--- config.mk ---
export PLATFORM = sky130hd
export DESIGN_NAME = hc112_seq_ctrl
export DESIGN_NICKNAME = d
export VERILOG_FILES = /design/src/rtl/hc112_seq_pkg.sv /design/src/rtl/hc112_jk_gen.sv /design/src/rtl/hc112_seq_ctrl.sv
export SDC_FILE = /design/constraint.sdc
export NUM_CORES = 1
export LEC_CHECK = 0
export ABC_AREA = 1
export CAP_MARGIN = 10
export CORE_MARGIN = 1
export CORE_UTILIZATION = 40
export CTS_CLUSTER_SIZE = 16
export DETAILED_ROUTE_END_ITERATION = 12
export PLACE_DENSITY = 0.66
export SYNTH_ARGS = -nofsm -noshare
export SYNTH_HDL_FRONTEND = slang
export SYNTH_SLANG_ARGS = --single-unit
export TNS_END_PERCENT = 5
--- constraint.sdc ---
create_clock -name Clk -period 1.3 [get_ports Clk]
set_input_delay 0.39 -clock Clk [delete_from_list [all_inputs] [get_ports Clk]]
set_output_delay 0.39 -clock Clk [all_outputs]
set_load 0.1 [all_outputs]
--- src/rtl/hc112_seq_pkg.sv ---
// Shared opcodes, FSM state encoding and default widths for the HC112 pair sequencer.
package hc112_seq_pkg;

  localparam int CNT_W_DEFAULT = 8;

  localparam logic [2:0] OP_NOP    = 3'd0;
  localparam logic [2:0] OP_CLEAR  = 3'd1;
  localparam logic [2:0] OP_PRESET = 3'd2;
  localparam logic [2:0] OP_LOAD   = 3'd3;
  localparam logic [2:0] OP_TOGGLE = 3'd4;
  localparam logic [2:0] OP_CNT_UP = 3'd5;
  localparam logic [2:0] OP_CNT_DN = 3'd6;
  localparam logic [2:0] OP_VERIFY = 3'd7;

  typedef enum logic [2:0] {
    ST_IDLE  = 3'd0,
    ST_ASYNC = 3'd1,
    ST_RUN   = 3'd2,
    ST_CHECK = 3'd3,
    ST_DONE  = 3'd4
  } state_t;

endpackage

--- src/rtl/hc112_jk_gen.sv ---
// Combinational J/K drive for one RUN cycle of the HC112 pair, given op, mask, arg and live Q.
module hc112_jk_gen
  import hc112_seq_pkg::*;
(
  input  logic [2:0] i_op,
  input  logic [1:2] i_mask,
  input  logic [1:2] i_arg,
  input  logic [1:2] i_q,
  output logic [1:2] o_j,
  output logic [1:2] o_k
);

  // Counting: flop 2 always toggles; flop 1 toggles when flop 2 is about to carry (up) or borrow (down).
  always_comb begin
    o_j = 2'b00;
    o_k = 2'b00;
    case (i_op)
      OP_LOAD: begin
        o_j = i_arg;
        o_k = ~i_arg;
      end
      OP_TOGGLE: begin
        o_j = i_mask;
        o_k = i_mask;
      end
      OP_CNT_UP: begin
        o_j = {i_q[2], 1'b1};
        o_k = {i_q[2], 1'b1};
      end
      OP_CNT_DN: begin
        o_j = {~i_q[2], 1'b1};
        o_k = {~i_q[2], 1'b1};
      end
      default: ;
    endcase
  end

endmodule

--- src/rtl/hc112_seq_ctrl.sv ---
// Command sequencer driving an external HC112 dual J-K flip-flop pair with registered J/K/SD/RD.
module hc112_seq_ctrl
  import hc112_seq_pkg::*;
#(
  parameter int CNT_W = CNT_W_DEFAULT
) (
  input  logic             Clk,
  input  logic             RD,
  input  logic             cmd_valid,
  output logic             cmd_ready,
  input  logic [2:0]       cmd_op,
  input  logic [1:2]       cmd_mask,
  input  logic [1:2]       cmd_arg,
  input  logic [CNT_W-1:0] cmd_cnt,
  input  logic [1:2]       Q,
  output logic [1:2]       J,
  output logic [1:2]       K,
  output logic [1:2]       SD_o,
  output logic [1:2]       RD_o,
  output logic             busy,
  output logic             done,
  output logic             err,
  input  logic             err_clr
);

  state_t           r_state;
  logic [2:0]       r_op;
  logic [1:2]       r_mask;
  logic [1:2]       r_arg;
  logic [CNT_W-1:0] r_cnt;
  logic [1:2]       r_j, r_k, r_sd, r_rd;
  logic             r_done, r_err;

  state_t           w_stateNext;
  logic [CNT_W-1:0] w_cntNext;
  logic [1:2]       w_jNext, w_kNext, w_sdNext, w_rdNext;
  logic             w_doneNext, w_errSet, w_accept;
  logic [2:0]       w_genOp;
  logic [1:2]       w_genMask, w_genArg, w_genJ, w_genK;

  assign w_accept  = cmd_valid && (r_state == ST_IDLE);
  // The first RUN cycle's J/K is registered on the accept edge, before the command is latched.
  assign w_genOp   = (r_state == ST_IDLE) ? cmd_op   : r_op;
  assign w_genMask = (r_state == ST_IDLE) ? cmd_mask : r_mask;
  assign w_genArg  = (r_state == ST_IDLE) ? cmd_arg  : r_arg;

  hc112_jk_gen u_jk_gen (
    .i_op   (w_genOp),
    .i_mask (w_genMask),
    .i_arg  (w_genArg),
    .i_q    (Q),
    .o_j    (w_genJ),
    .o_k    (w_genK)
  );

  always_comb begin
    w_stateNext = r_state;
    w_cntNext   = r_cnt;
    w_jNext     = 2'b00;
    w_kNext     = 2'b00;
    w_sdNext    = 2'b11;
    w_rdNext    = 2'b11;
    w_doneNext  = 1'b0;
    w_errSet    = 1'b0;
    case (r_state)
      ST_IDLE: begin
        if (cmd_valid) begin
          case (cmd_op)
            OP_NOP: begin
              w_stateNext = ST_DONE;
              w_doneNext  = 1'b1;
            end
            OP_CLEAR: begin
              w_stateNext = ST_ASYNC;
              w_rdNext    = ~cmd_mask;
            end
            OP_PRESET: begin
              w_stateNext = ST_ASYNC;
              w_sdNext    = ~cmd_mask;
            end
            OP_LOAD: begin
              w_stateNext = ST_RUN;
              w_cntNext   = CNT_W'(1);
              w_jNext     = w_genJ;
              w_kNext     = w_genK;
            end
            OP_TOGGLE, OP_CNT_UP, OP_CNT_DN: begin
              if (cmd_cnt == '0) begin
                w_stateNext = ST_DONE;
                w_doneNext  = 1'b1;
              end else begin
                w_stateNext = ST_RUN;
                w_cntNext   = cmd_cnt;
                w_jNext     = w_genJ;
                w_kNext     = w_genK;
              end
            end
            OP_VERIFY: begin
              w_stateNext = ST_CHECK;
            end
          endcase
        end
      end
      ST_ASYNC: begin
        w_stateNext = ST_DONE;
        w_doneNext  = 1'b1;
      end
      ST_RUN: begin
        if (r_cnt <= CNT_W'(1)) begin
          w_stateNext = ST_DONE;
          w_cntNext   = '0;
          w_doneNext  = 1'b1;
        end else begin
          w_cntNext = r_cnt - CNT_W'(1);
          w_jNext   = w_genJ;
          w_kNext   = w_genK;
        end
      end
      ST_CHECK: begin
        w_stateNext = ST_DONE;
        w_doneNext  = 1'b1;
        w_errSet    = (Q != r_arg);
      end
      ST_DONE: begin
        w_stateNext = ST_IDLE;
      end
      default: begin
        w_stateNext = ST_IDLE;
      end
    endcase
  end

  always_ff @(posedge Clk or negedge RD) begin
    if (!RD) begin
      r_state <= ST_IDLE;
      r_op    <= OP_NOP;
      r_mask  <= 2'b00;
      r_arg   <= 2'b00;
      r_cnt   <= '0;
      r_j     <= 2'b00;
      r_k     <= 2'b00;
      r_sd    <= 2'b11;
      r_rd    <= 2'b11;
      r_done  <= 1'b0;
      r_err   <= 1'b0;
    end else begin
      r_state <= w_stateNext;
      r_cnt   <= w_cntNext;
      r_j     <= w_jNext;
      r_k     <= w_kNext;
      r_sd    <= w_sdNext;
      r_rd    <= w_rdNext;
      r_done  <= w_doneNext;
      if (w_accept) begin
        r_op   <= cmd_op;
        r_mask <= cmd_mask;
        r_arg  <= cmd_arg;
      end
      // A mismatch detected in the same cycle as a clear request keeps the flag set.
      if (w_errSet) begin
        r_err <= 1'b1;
      end else if (err_clr) begin
        r_err <= 1'b0;
      end
    end
  end

  assign cmd_ready = (r_state == ST_IDLE);
  assign busy      = (r_state != ST_IDLE);
  assign J         = r_j;
  assign K         = r_k;
  assign SD_o      = r_sd;
  assign RD_o      = r_rd;
  assign done      = r_done;
  assign err       = r_err;

endmodule

==> metrics.cfg <==
[cells_and_area]
nNetsFinal=371
seqCellArea_um2=706
num-fill-cells=312
final_cells=397
multi_input_comb_area_um2=1100
drive_gt1_frac=0.386
final_util=0.732
areaGrowthSynthToFinish_pct=69.5
antenna_cells=0

[synthesis]
synth_edf_count=0
yosys_most_used_dff=dfrtp_1
yosysMostFrequentCell=nand2_1
ys_warn_count=0
yosysSeqAreaShare=0.394
syn_area_per_cell_um2=7.25
ys_top_cells_by_count=nand2_1 (83), nor2_1 (29), dfrtp_1 (24), inv_1 (24), o21ai_0 (19)
synth_nets=270
synthTopCellsByArea=dfrtp_1 (34%), nand2_1 (17%), nor2_1 (6.1%)
async_flop_share=1.00
synth_cell_types=27
synth-seq-cells=28
yosys.area.top_type=dfrtp_1
syn_inst=247
syn_area_um2=1790
synth_top_area_frac=0.335

[worst_setup_path]
crit_type=register to primary output
path_buf_inv=2
max_stage_delay_ns=0.42
path_max_fanout=4
crit_path_end_kind=primary output
worstPathRequired_ns=0.91
critical_path.slowest_cell=dfrtp_1
cp.arrival_ns=1.25
cp_top_family=flip-flops
crit_chain=nor2_4 -> nand2_4 -> clkinvlp_4 -> buf_12
worstSetupStartpointType=register

[clock_tree]
cts-root-buf=clkbuf_8
cts_max_level=1
clock_sinks=28
cts_tree=yes
clock_path_buffers=2
numCtsBuffers=3
clkTransAtPathRegs_ns=0.10
clock_latency_ns=0.28

[detailed_routing]
via_per_inst=4.96
first_iter_violations=108
antenna_left=0
vias=1968
routed_wl_mm=5.24
wl_per_cell_um=13.2
route.detailed.drc=0
dr.pass1.iters=4

[sta]
hold_viol_final=0
finClkSkew_ns=0.00815
period_needed_ns=1.64
worst_slack_ns=-0.342
finalSetupViolations=33
slew_violations=0
max_slew_margin=0.817
rsz0062_at_grt=yes
worst_pin_slew_ns=0.274
whs_ns=0.449
final.period_utilization=1.26
max_freq_ghz=0.609
fin_tns_setup_ns=-5.29

[global_routing]
grt_overflow=0
grt_pass1_vias=1768
grt_max_degree=29
grt_pass1_wl_mm=8.05
grt_usage=0.234
antenna_found_initial=0

[pwr]
p_leak_nw=1.54
p_per_area_nw_per_um2=2450
vdd_drop_max_mv=2.06

[floorplan]
die_height_um=68.9
core_area_um2=4140
die_w_um=68.9
ios=33
die_area_um2=4750
rows=23
initial_core_util=0.432

[place]
hpwl_mm=3.57
place_congestion=0.882
port_buffers=32
placedCellCount=383

[job]
cap_violations=0

[run_status]
status=complete, but fails checks
failed_checks=setup timing

[hold_path]
min_path_type=input port to asynchronous set/reset pin

logic make-up (layout without fill, tap and decap cells):
logic type,Yosys count,in the layout,synth area share
AO/OA/AOI/OAI,28,29,0.103
adder cells (fa/ha/maj),2,2,0.0140
flip-flops,28,28,0.394
buffers and inverters,30,129,0.0713
AND/OR/NAND/NOR,154,154,0.393
XOR/XNOR,5,5,0.0245
cells in the final DEF (no fill, tap or decap), types with 6 or more instances in the layout:
master	Yosys	layout
buf_12	0	13
buf_4	2	54
buf_6	1	11
clkdlybuf4s50_1	0	11
dfrtp_1	24	24
dlygate4sd2_1	0	7
inv_1	24	17
inv_2	3	8
nand2_1	83	74
nand2_2	4	7
nand2_4	3	9
nand3_1	15	13
nand4_1	8	8
nor2_1	29	22
nor2_4	3	6
o21ai_0	19	12
o21ai_1	0	7
sequential cells by signal (all words and copies together), names as in the netlist:
name     cells
J            2
K            2
RD_o         2
SD_o         2
done         1
err          1
r_arg        2
r_cnt        8
r_mask       2
r_op         3
r_state      3
where the power goes:
| part | internal (mW) | switching (mW) | total (mW) |
|---|---|---|---|
| registers | 1.15 | 0.198 | 1.34 |
| logic | 2.35 | 3.06 | 5.41 |
| clock network | 0.412 | 0.275 | 0.688 |
worst reg2reg max path: stages (launching register included):
cell and delay (ns):
dfrtp_1 0.44, inv_2 0.08, nand2_4 0.12, clkinvlp_4 0.14, buf_6 0.15, nand2_4 0.06, nand2_2 0.06, o21bai_4 0.20
buf_4 0.15, nand2_1 0.05, nand2_1 0.05
per-layer routing:
layer	part of all wire	global-route usage
met2	0.50	0.398
met4	0.014	0.0587
met1	0.45	0.310
met3	0.030	0.0345
met5	0	0
final timing paths:
check                                        end              startpoint  depth (start not counted)  slack (ns)
min reg2reg                r_mask[2]$_DFFE_PN0P_   r_mask[2]$_DFFE_PN0P_                          2        0.52
min in group Clk            r_cnt[6]$_DFFE_PN0P_              cmd_cnt[6]                          5        0.48
max reg2reg                 r_cnt[7]$_DFFE_PN0P_  r_state[2]$_DFFE_PN0P_                         10       -0.30
max                                    cmd_ready  r_state[1]$_DFFE_PN0P_                          4       -0.34
max in group asynchronous      SD_o[1]$_DFF_PN1_                      RD                          2        0.60
min                         r_cnt[0]$_DFFE_PN0P_                      RD                          2        0.45
through the flow:
step / total power, mW / area, um^2 / worst slack [ns]
finish: 7.44 / 3030 / -0.342
global route: 7.95 / 3030 / -0.416
CTS: 6.90 / 2900 / -0.310
detailed placement: 5.76 / 2710 / -0.718
global placement: 5.67 / 2710 / -0.675
floorplan: 4.00 / 1790 / -0.406
cell type report:
cell class | count | share of cell area
Multi-Input combinational cell | 190 | 0.363
Timing Repair Buffer | 98 | 0.325
Sequential cell | 28 | 0.233
Inverter | 27 | 0.0355
Tap cell | 50 | 0.0206
Clock buffer | 3 | 0.0136
Clock inverter | 1 | 0.00990
timing repair:
| action | in CTS | in global routing |
|---|---|---|
| pin swaps | 7 | 12 |
| hold buffers | 0 | 0 |
| endpoints found under the setup margin | 33 | 33 |
| gates resized for setup | 27 | 40 |
| setup buffers | 8 | 1 |
| cloned | 1 | 0 |
| endpoints found under the hold margin | 0 | 0 |
(Power assumes the default switching activity.)
